===== config.mk =====
export PLATFORM = sky130hd
export DESIGN_NAME = outport_sched
export DESIGN_NICKNAME = d
export VERILOG_FILES = /design/src/rtl/outport_sched.sv
export SDC_FILE = /design/constraint.sdc
export NUM_CORES = 1
export LEC_CHECK = 0
export CAP_MARGIN = 5
export CORE_ASPECT_RATIO = 1.75
export CORE_MARGIN = 2
export CORE_UTILIZATION = 30
export CTS_BUF_LIST = sky130_fd_sc_hd__clkbuf_4
export CTS_CLUSTER_DIAMETER = 50
export DETAILED_ROUTE_END_ITERATION = 8
export PLACE_DENSITY = 0.57
export RECOVER_POWER = 100
export SETUP_SLACK_MARGIN = 0.2
export SLEW_MARGIN = 40
export SYNTH_ARGS = -nofsm -noshare
export SYNTH_HDL_FRONTEND = slang
export SYNTH_SLANG_ARGS = --single-unit

===== constraint.sdc =====
create_clock -name clk -period 2.75 [get_ports clk]
set_input_delay 0.825 -clock clk [delete_from_list [all_inputs] [get_ports clk]]
set_output_delay 0.825 -clock clk [all_outputs]
set_load 0.02 [all_outputs]

===== src/rtl/outport_sched.sv =====
`default_nettype none
// ============================================================================
// Module   : outport_sched
// Purpose  : FIFO-buffered write scheduler for the two-digit output port;
//            issues one-cycle strobes spaced a fixed dwell apart.
// Revision : 1.0  initial release
// ============================================================================
module outport_sched #(
    parameter int DATA_W     = 4,
    parameter int FIFO_DEPTH = 4,
    parameter int DWELL      = 8
) (
    input  logic                          clk,
    input  logic                          rst,
    input  logic                          req_valid,
    output logic                          req_ready,
    input  logic                          req_port,
    input  logic [DATA_W-1:0]             req_data,
    input  logic                          flush,
    output logic [DATA_W-1:0]             ind1,
    output logic [DATA_W-1:0]             ind2,
    output logic                          Reg1CR,
    output logic                          Reg2CR,
    output logic                          busy,
    output logic [$clog2(FIFO_DEPTH):0]   fifo_count
);

    localparam int PTR_W = $clog2(FIFO_DEPTH);
    localparam int CNT_W = PTR_W + 1;
    localparam int DW_W  = $clog2(DWELL);

    typedef enum logic [0:0] {
        IDLE = 1'b0,
        HOLD = 1'b1
    } state_t;

    state_t              state_q, state_d;
    logic [DW_W-1:0]     dwell_q, dwell_d;
    logic [PTR_W-1:0]    wr_ptr_q, wr_ptr_d;
    logic [PTR_W-1:0]    rd_ptr_q, rd_ptr_d;
    logic [CNT_W-1:0]    count_q, count_d;
    logic [DATA_W-1:0]   ind1_q, ind1_d;
    logic [DATA_W-1:0]   ind2_q, ind2_d;
    logic                cr1_q, cr1_d;
    logic                cr2_q, cr2_d;
    logic [DATA_W:0]     mem_q [FIFO_DEPTH];
    logic [DATA_W:0]     head;
    logic                push;
    logic                pop;

    assign req_ready  = (count_q != CNT_W'(FIFO_DEPTH));
    assign busy       = (state_q != IDLE) || (count_q != '0);
    assign fifo_count = count_q;
    assign ind1       = ind1_q;
    assign ind2       = ind2_q;
    assign Reg1CR     = cr1_q;
    assign Reg2CR     = cr2_q;

    always_comb begin
        push     = req_valid && req_ready && !flush;
        pop      = (state_q == IDLE) && (count_q != '0);
        head     = mem_q[rd_ptr_q];
        state_d  = state_q;
        dwell_d  = dwell_q;
        ind1_d   = ind1_q;
        ind2_d   = ind2_q;
        cr1_d    = 1'b0;
        cr2_d    = 1'b0;
        wr_ptr_d = wr_ptr_q;
        rd_ptr_d = rd_ptr_q;
        count_d  = count_q;

        // Dwell is loaded with DWELL-2 so HOLD spans DWELL-1 edges and the
        // following IDLE pop lands exactly DWELL edges after this one.
        case (state_q)
            IDLE: begin
                if (pop) begin
                    state_d = HOLD;
                    dwell_d = DW_W'(DWELL - 2);
                    if (head[DATA_W]) begin
                        ind2_d = head[DATA_W-1:0];
                        cr2_d  = 1'b1;
                    end else begin
                        ind1_d = head[DATA_W-1:0];
                        cr1_d  = 1'b1;
                    end
                end
            end
            HOLD: begin
                if (dwell_q == '0) begin
                    state_d = IDLE;
                end else begin
                    dwell_d = dwell_q - DW_W'(1);
                end
            end
            default: state_d = IDLE;
        endcase

        if (push) wr_ptr_d = wr_ptr_q + PTR_W'(1);
        if (pop)  rd_ptr_d = rd_ptr_q + PTR_W'(1);

        // Flush drops everything still queued; a head popped this edge is issued.
        if (flush) begin
            count_d  = '0;
            rd_ptr_d = wr_ptr_q;
        end else begin
            count_d = count_q + CNT_W'(push) - CNT_W'(pop);
        end
    end

    always_ff @(posedge clk or negedge rst) begin
        if (!rst) begin
            state_q  <= IDLE;
            dwell_q  <= '0;
            wr_ptr_q <= '0;
            rd_ptr_q <= '0;
            count_q  <= '0;
            ind1_q   <= '0;
            ind2_q   <= '0;
            cr1_q    <= 1'b0;
            cr2_q    <= 1'b0;
        end else begin
            state_q  <= state_d;
            dwell_q  <= dwell_d;
            wr_ptr_q <= wr_ptr_d;
            rd_ptr_q <= rd_ptr_d;
            count_q  <= count_d;
            ind1_q   <= ind1_d;
            ind2_q   <= ind2_d;
            cr1_q    <= cr1_d;
            cr2_q    <= cr2_d;
        end
    end

    always_ff @(posedge clk) begin
        if (push) mem_q[wr_ptr_q] <= {req_port, req_data};
    end

endmodule
`default_nettype wire

# --- Word-level counts from Yosys, hierarchy flattened ---
# Memory sizes are Yosys's and may differ from the RTL's.
# Cells that the tools add are included.
totals:
  output_inout_bits: 15
  memories: 1
  ram_bits: 20
  register_bits: 21
op_classes:
  addsub: 5
  n_bitwise: 2
  eq_ne: 3
  n_mux: 17
  n_reduce_logical: 11
memory_table:
  columns: ["name", "words", "width", "rd", "rd_ports_with_merged_regs", "wr", "line", "source"]
  rows:
  - ["mem_q", 4, 5, 1, 0, 1, "46", "logic [DATA_W:0] mem_q [FIFO_DEPTH];"]
op_table:
  columns: ["op", "n"]
  rows:
  - ["two-way mux 1 bit", 10]
  - ["two-way mux 3 bit", 3]
  - ["case mux 3 bit (2 select lines)", 1]
  - ["AND reduction 3 bit", 2]
  - ["adder 2 x 1 -> 2 bit (second input constant)", 2]
  - ["two-way mux 2 bit", 2]
  - ["inequality test 2 bit (second input constant)", 2]
  - ["adder 3 x 1 -> 3 bit", 1]
  - ["logical AND 1 bit", 3]
  - ["logical NOT 3 bit", 1]
  - ["inequality test 3 bit (second input constant)", 1]
  - ["nonzero test 3 bit", 1]
  - ["subtractor 3 x 1 -> 3 bit", 1]
  - ["subtractor 3 x 1 -> 3 bit (second input constant)", 1]
  - ["inverter 1 bit", 2]
  - ["case mux 1 bit (2 select lines)", 1]
  - ["AND reduction 2 bit", 1]
  - ["nonzero test 2 bit", 1]
  - ["logical NOT 1 bit", 1]
  - ["logical OR 1 bit", 1]

# --- Logic depth before layout (Yosys ltp) ---
# Gate-level depths: netlist of the first run.
depth:
  depth_word: 6
  mapped_depth: 11
  ltp_nobuf: 10

# --- Worst setup path after synthesis of the first run ---
# OpenSTA, ideal clock, no wires.
synth_path:
  path_type: "flip-flop to flip-flop"
  start: "register count_q[1] (netlist: fifo_count[1])"
  end: "register count_q[2] (netlist: fifo_count[2])"
  synth_period_minus_slack_ns: 2.596
  t_arrival_ns: 2.478
  n_path_buf: 1
  path_slack_ns: 0.154
  required_ns: 2.631
  path_stages_with_launch: 12
  cell_sequence: "dfrtp_1 -> or3b_2 -> and3_1 -> clkbuf_1 -> inv_1 -> ha_1 -> inv_1 -> ha_1 -> inv_1 -> fa_1 -> xnor2_1 -> nor2_1"
synth_between:
  elab_chain_len: 6
synth_lines:
  columns: ["item", "line", "source"]
  rows:
  - ["start: declaration", "41", "logic [CNT_W-1:0] count_q, count_d;"]
  - ["start signal: assignment", "127", "count_q <= count_d;"]
  - ["inequality test 3 bit", "51", "assign req_ready = (count_q != CNT_W'(FIFO_DEPTH));"]
  - ["net req_ready", "16", "output logic req_ready,"]
  - ["logical AND 1 bit (2 in series)", "60", "push = req_valid && req_ready && !flush;"]
  - ["adder 3 x 1 -> 3 bit", "107", "count_d = count_q + CNT_W'(push) - CNT_W'(pop);"]
  - ["subtractor 3 x 1 -> 3 bit", "107", null]
  - ["two-way mux 3 bit", "103", "if (flush) begin"]
  - ["net count_d[2]", "41", null]
# The timed path passes the listed nets, and every way through them passes these cells.
# A chain may end at the register's enable or synchronous reset.

# --- Worst setup path after layout of the first run ---
layout_path:
  start: "input port flush"
  end: "register count_q[2] (netlist: fifo_count[2])"
layout_between:
  elab_chain_len: 5
layout_lines:
  columns: ["item", "line", "source"]
  rows:
  - ["start: declaration", "19", "input logic flush,"]
  - ["logical NOT 1 bit", "60", null]
  - ["logical AND 1 bit", "60", null]
  - ["adder 3 x 1 -> 3 bit", "107", null]
  - ["subtractor 3 x 1 -> 3 bit", "107", null]
  - ["two-way mux 3 bit *", "103", null]
  - ["net count_d[2]", "41", null]
# Mark *: on every way through the listed nets, which the timed path passes. The rest lies on a longest branch.

==> flow_summary_export.csv, run 1 <==
group,metric,value,unit
clocking,cts_tree,"built",
drt,wl_per_cell,13.5,um
critical_path,worstPathBufferInverterCount,5,
floorplan,pin_count,24,
grt,grt_pass1_vias,1095,
critical_path,critPathKind,"in -> reg",
timing,report.final.setup_viol,0,
place,place_hpwl,2.43,mm
drt,drt_pass1_iterations,4,
grt,grt_pass1_wl,5.26,mm
clocking,cts_buffer_depth,2,
flow_run,maxCapViolCount,0,
hold_path,hold_depth,1,
hold_path,hold_end,"dwell_q[0]",
synthesis,synth_top_area_share,33.5,%
place,gp_congestion,0.747,
critical_path,cp.required,3000,ps
clocking,htree_levels,2,
critical_path,path_depth,11,
power,p_leak,0.868,nW
power,fin_total_pwr,2.08,mW
critical_path,cp_cell_sequence,"dlygate4sd3_1 -> inv_1 -> and3_1 -> inv_1 -> ha_1 -> inv_1 -> ha_1 -> inv_1 -> fa_1 -> xnor2_1 -> nor2_1",
critical_path,cp-start-kind,"input port",
hold_path,min_from,"dwell_q[0]",
synthesis,synth_flop_cell,"dfrtp_1",
synthesis,syn_nets,132,
synthesis,yosysWarnings,0,
synthesis,yosysMostFrequentCell,"dfrtp_1",
cells_and_area,drive_gt1_share,12.3,%
critical_path,r2r_end,"fifo_count[2]",
synthesis,synth_xor_area_share,1.47,%
critical_path,critPathMaxStageDelay,550,ps
timing,final_max_slew_viol_count,0,
critical_path,cp_slowest_cell,"dlygate4sd3_1",
synthesis,synth-edff-count,20,
synthesis,async_flop_share,51.2,%
clocking,cts_setup_buffers,0,
floorplan,rows,37,
clocking,cts.sinks,41,
critical_path,worstSetupEndpointType,"flip-flop",
grt,track_usage,10.2,%
critical_path,critPathArrivalTime,2790,ps
hold_path,hold_class,"reg -> reg",
timing,rsz0062_at_grt,"no",
critical_path,ff2ff_setup_slack,330,ps
clocking,numCtsBuffers,5,
synthesis,synth-compound-area-share,3.14,%
timing,worst_pin_slew,1180,ps
synthesis,synth_commonest_cells,"dfrtp_1 (21), edfxtp_1 (20), inv_1 (11), ha_1 (8)",
status,outcome,"finished, final reports clean",
timing,max_freq,0.393,GHz
clocking,clkTransAtPathRegs,120,ps
critical_path,reg2reg_depth,10,
synthesis,synth.mux.area_fraction,14.7,%
drt,via_per_inst,4.36,
clocking,clock_tree.root_cell,"clkbuf_4",
place,io_buffers,23,
synthesis,ys_ff_latch,41,
floorplan,initial_core_util,30.7,%
critical_path,cp_top_family,"adder cells",
clocking,clkLatencyLatePin,350,ps
synthesis,yosys.area_share.simple,7.12,%
critical_path,critPathMaxFanout,2,
cells_and_area,fin_nets,163,
drt,antenna_left,0,
cells_and_area,postLayoutCoreUtil,36.7,%
critical_path,worst_path_most_repeated_cell,"inv_1",
timing,slew-limit-headroom,21.3,%
floorplan,fp.dieH,106,um
timing,final_min_period_over_clock_period,92.4,%
grt,grt_max_degree,22,
grt,overflow,0,
cells_and_area,insertedDiodeCount,0,
critical_path,r2r_start,"fifo_count[1]",
drt,drt_iter0_drc,12,
timing,tns,0,ps
timing,finalCriticalPeriod,2540,ps
synthesis,synth-adder-area-share,6.70,%
synthesis,postSynthCellCount,114,
synthesis,synth_top_family_by_area,"multiplexers",
power,vdd_drop_max,255,uV
cells_and_area,area_growth,19.6,%
drt,postRouteWirelength,3.03,mm
grt,antenna_found_initial,0,
synthesis,synth_cell_type_count,32,
floorplan,chipWidth,62.4,um
synthesis,synthTopCellsByArea,"edfxtp_1 (34%), dfrtp_1 (29%), mux4_1 (5.9%), ha_1 (5.6%), mux2_4 (3.4%)",
place,dp.cells,216,
floorplan,coreArea,5830,um2
cells_and_area,design_area,2140,um2
floorplan,dieArea,6630,um2
place,place_area,2130,um2
timing,skew,10.7,ps
synthesis,synth_top_area_cell,"edfxtp_1",
synthesis,yosysSeqAreaShare,62.8,%
cells_and_area,fin_cells,224,
power,power_density,972,nW/um2
timing,hold_viol,0,
drt,num_vias,976,
synthesis,syn_avg_cell_area,15.7,um2
synthesis,syn-cell-area,1790,um2
drt,route.detailed.drc,0,
==> worst reg2reg max path: cells and delay by family, from the launching register on <==
family                     cells  cell delay (ps)
and+or+nand+nor                3              780
DFF                            1              470
buffers and inverters          3              180
adders and majority gates      3              730
xor gates and xnor gates       1              180
==> where the power goes <==
group          leakage [nW]  internal (mW)  total (mW)  switching (mW)
registers             0.436          0.823       0.961           0.138
clock network        0.0234         0.0988       0.298           0.200
logic                 0.409          0.398       0.824           0.425
total                 0.868           1.32        2.08           0.763
==> cell type report <==
cell class                 count  area (um2)
tap                           78        97.6
inverter                      11        41.3
multi-input combinational     58         563
sequential                    41        1130
clock inverter                 3        22.5
timing repair buffer          28         254
clock buffer                   5        37.5
fill                         595        3690
==> sequential cells by signal (all words and copies together), names as in the netlist <==
| register | cells |
|---|---|
| Reg1CR | 1 |
| Reg2CR | 1 |
| dwell_q | 3 |
| fifo_count | 3 |
| ind1 | 4 |
| ind2 | 4 |
| mem_q | 20 |
| rd_ptr_q | 2 |
| state_q | 1 |
| wr_ptr_q | 2 |
==> per-stage QoR <==
stage / setup WS [ps] / hold WS [ps]
4_1_cts: 319 / 490
2_1_floorplan: 274 / 439
5_1_grt: 164 / 536
3_5_place_dp: -28.3 / 474
6_report: 208 / 486
3_3_place_gp: 67.6 / 454
==> cells by family after synthesis <==
kind of cell             count (synthesis)
multiplexers                            16
flip-flops                              41
buffers and inverters                   15
AND/OR/NAND/NOR                         21
XOR/XNOR                                 3
adder cells (fa/ha/maj)                  9
AO/OA/AOI/OAI                            9
==> routing by layer <==
layer / global-route usage [%] / share of wire [%] / vias up / routed length (um)
met3: 2.12 / 2.9 / 5 / 89
met2: 20.1 / 61 / 16 / 1850
met5: 0 / 0 / - / 0
met4: 5.24 / 2.6 / 0 / 79
li1: - / - / 473 / -
met1: 9.69 / 33 / 482 / 1010
==> how the worst max path moves through the flow <==
stage,from,end,slack [ps]
after global placement,flush,fifo_count[2],70
after CTS,fifo_count[1],req_ready,320
after floorplan,fifo_count[1],fifo_count[2],270
after detailed placement,flush,fifo_count[2],-30
final,flush,fifo_count[2],210
after global routing,flush,fifo_count[2],160
==> cell usage in the layout (no fill, tap or decap), types with 5 or more instances in the layout <==
master and count:
mux2_2 5, dfrtp_1 20, dlygate4sd3_1 20, clkbuf_4 5, ha_1 8, inv_1 11, nor2_1 5, edfxtp_1 20
==> repair_timing <==
| action | CTS | global route |
|---|---|---|
| resized for setup | 3 | 0 |
| hold buffers | 0 | 0 |
| setup endpoints to repair | 2 | 0 |
(Power assumes the default switching activity.)
==> run 2: changes to the inputs <==
CAP_MARGIN = not set   (was 5)
CTS_CLUSTER_DIAMETER = 40   (was 50)
PLACE_DENSITY = 0.47   (was 0.57)
==> run 2 against run 1 <==
Count of clock-buffer cells in the layout did not move. Utilization is 0.45 points higher. Register-to-register slack better by 80 ps. Design area up 1.2%. Sequential power decreased by 0.8%. Sequential share of layout area shrank 0.69 points. Clock power rose by 34%. Critical path type is now reg -> out. Critical endpoint is now req_ready.
==> flow_summary_export.csv, run 2 (synthesized netlist as in run 1, its figures left out) <==
group,metric,value,unit
grt,antenna_found_initial,0,
grt,grt_pass1_vias,1065,
timing,fin_ws,267,ps
drt,num_vias,1004,
cells_and_area,regMostFlops,"mem_q",
clocking,cts_hold_buffers,0,
place,place_area,2140,um2
drt,drt_iter0_drc,10,
floorplan,dieArea,6630,um2
timing,max_freq,0.403,GHz
critical_path,reg2reg_depth,10,
cells_and_area,fin_cells,225,
timing,worst_pin_slew,1190,ps
drt,postRouteWirelength,3.17,mm
place,io_buffers,23,
clocking,htree_levels,2,
clocking,cts_buffer_depth,2,
timing,report.final.setup_viol,0,
clocking,clkLatencyLatePin,350,ps
drt,antenna_left,0,
critical_path,critPathKind,"reg -> out",
critical_path,critPathMaxFanout,6,
clocking,clock_tree.root_cell,"clkbuf_4",
floorplan,fp.dieH,106,um
drt,drt_pass1_iterations,4,
clocking,cts_tree,"built",
power,power_density,1010,nW/um2
critical_path,r2r_start,"fifo_count[1]",
cells_and_area,mostFrequentLayoutCell,"dfrtp_1",
hold_path,min_from,"dwell_q[0]",
floorplan,chipWidth,62.4,um
timing,hold_viol,0,
grt,track_usage,10.7,%
floorplan,coreArea,5830,um2
timing,finalCriticalPeriod,2480,ps
critical_path,cp-start-kind,"flip-flop",
critical_path,cp.required,1930,ps
critical_path,critPathArrivalTime,1660,ps
hold_path,hold_depth,1,
drt,route.detailed.drc,0,
timing,slew-limit-headroom,20.6,%
grt,grt_pass1_wl,5.33,mm
place,dp.cells,217,
floorplan,rows,37,
clocking,numCtsBuffers,5,
place,gp_congestion,0.684,
floorplan,initial_core_util,30.7,%
critical_path,worstSetupEndpointType,"output port",
cells_and_area,design_area,2170,um2
clocking,cts.sinks,41,
grt,grt_max_degree,22,
timing,final_max_slew_viol_count,0,
cells_and_area,final_cell_mix,"dfrtp_1 (21), dlygate4sd3_1 (20), edfxtp_1 (20)",
place,place_hpwl,2.42,mm
power,vdd_drop_max,304,uV
cells_and_area,fin_nets,164,
hold_path,hold_class,"reg -> reg",
critical_path,cp_slowest_cell,"or3b_2",
flow_run,maxCapViolCount,0,
drt,via_per_inst,4.46,
critical_path,r2r_end,"fifo_count[2]",
critical_path,ff2ff_setup_slack,410,ps
critical_path,cp_cell_sequence,"or3b_2 -> dlygate4sd2_1",
floorplan,pin_count,24,
critical_path,critPathMaxStageDelay,500,ps
timing,rsz0062_at_grt,"no",
grt,overflow,0,
clocking,cts_setup_buffers,0,
drt,wl_per_cell,14.1,um
cells_and_area,drive_gt1_share,11.6,%
clocking,clkTransAtPathRegs,120,ps
timing,skew,13.2,ps
status,outcome,"finished, final reports clean",
cells_and_area,largest_reg_flops,20,
cells_and_area,insertedDiodeCount,0,
cells_and_area,area_growth,21.1,%
timing,tns,0,ps
place,dp_slack,25.5,ps
power,p_leak,0.888,nW
timing,final_min_period_over_clock_period,90.3,%
hold_path,hold_end,"dwell_q[0]",
-- run 2: cell types whose count changed in the layout (fill, tap and decap cells not counted), sizes merged --
| cell | previous run | this run |
|---|---|---|
| clkinvlp | 3 | 1 |
| bufinv | 0 | 1 |
| clkbuf | 8 | 9 |
| clkinv | 0 | 1 |
-- run 2: worst max-delay path, delay by kind of cell (launching register included) --
kind | cells | cell delay (ps)
and+or+nand+nor | 1 | 500
DFF | 1 | 480
buffers and inverters | 1 | 340
-- run 2: through the flow --
stage | hold WS [ps] | utilization, % | total power [mW]
final | 483 | 37.2 | 2.19
after global routing | 501 | 37.2 | 2.36
after CTS | 490 | 38.0 | 2.35
after detailed placement | 474 | 36.6 | 1.95
after global placement | 459 | 36.6 | 1.91
after floorplan | 439 | - | 1.59
-- run 2: report_power, final --
group	switching, mW	leakage (nW)	internal [mW]
combinational	0.437	0.410	0.405
clock	0.206	0.0414	0.192
sequential	0.131	0.436	0.822
-- run 2: final cells by class --
cell class / count / area [um2]
fillers: 615 / 3660
flip-flops and latches: 41 / 1130
repair buffers: 29 / 258
inverters: 11 / 41.3
well taps: 78 / 97.6
clock buffers: 5 / 37.5
multi-input cells: 58 / 563
clock inverters: 3 / 46.3
-- run 2: what timing repair did --
item	CTS	global route
gates resized for setup	2	0
hold endpoints to repair	0	0
setup endpoints to repair	2	0
-- run 2: worst max path at each step --
stage / start / to / slack (ps) / cells past startpoint
finish: fifo_count[1] / req_ready / 270 / 2
global route: flush / fifo_count[2] / 150 / 11
CTS: fifo_count[1] / req_ready / 320 / 2
detailed placement: flush / fifo_count[2] / 30 / 11
global placement: flush / fifo_count[2] / 60 / 11
floorplan: fifo_count[1] / fifo_count[2] / 270 / 11
-- run 2: per-layer routing --
layer	vias up	wire [um]	part of all wire (%)	track usage [%]
met3	7	91	2.9	2.33
met4	0	74	2.3	5.71
li1	472	-	-	-
met1	508	1140	36	10.3
met5	-	0	0	0
met2	17	1860	59	20.7
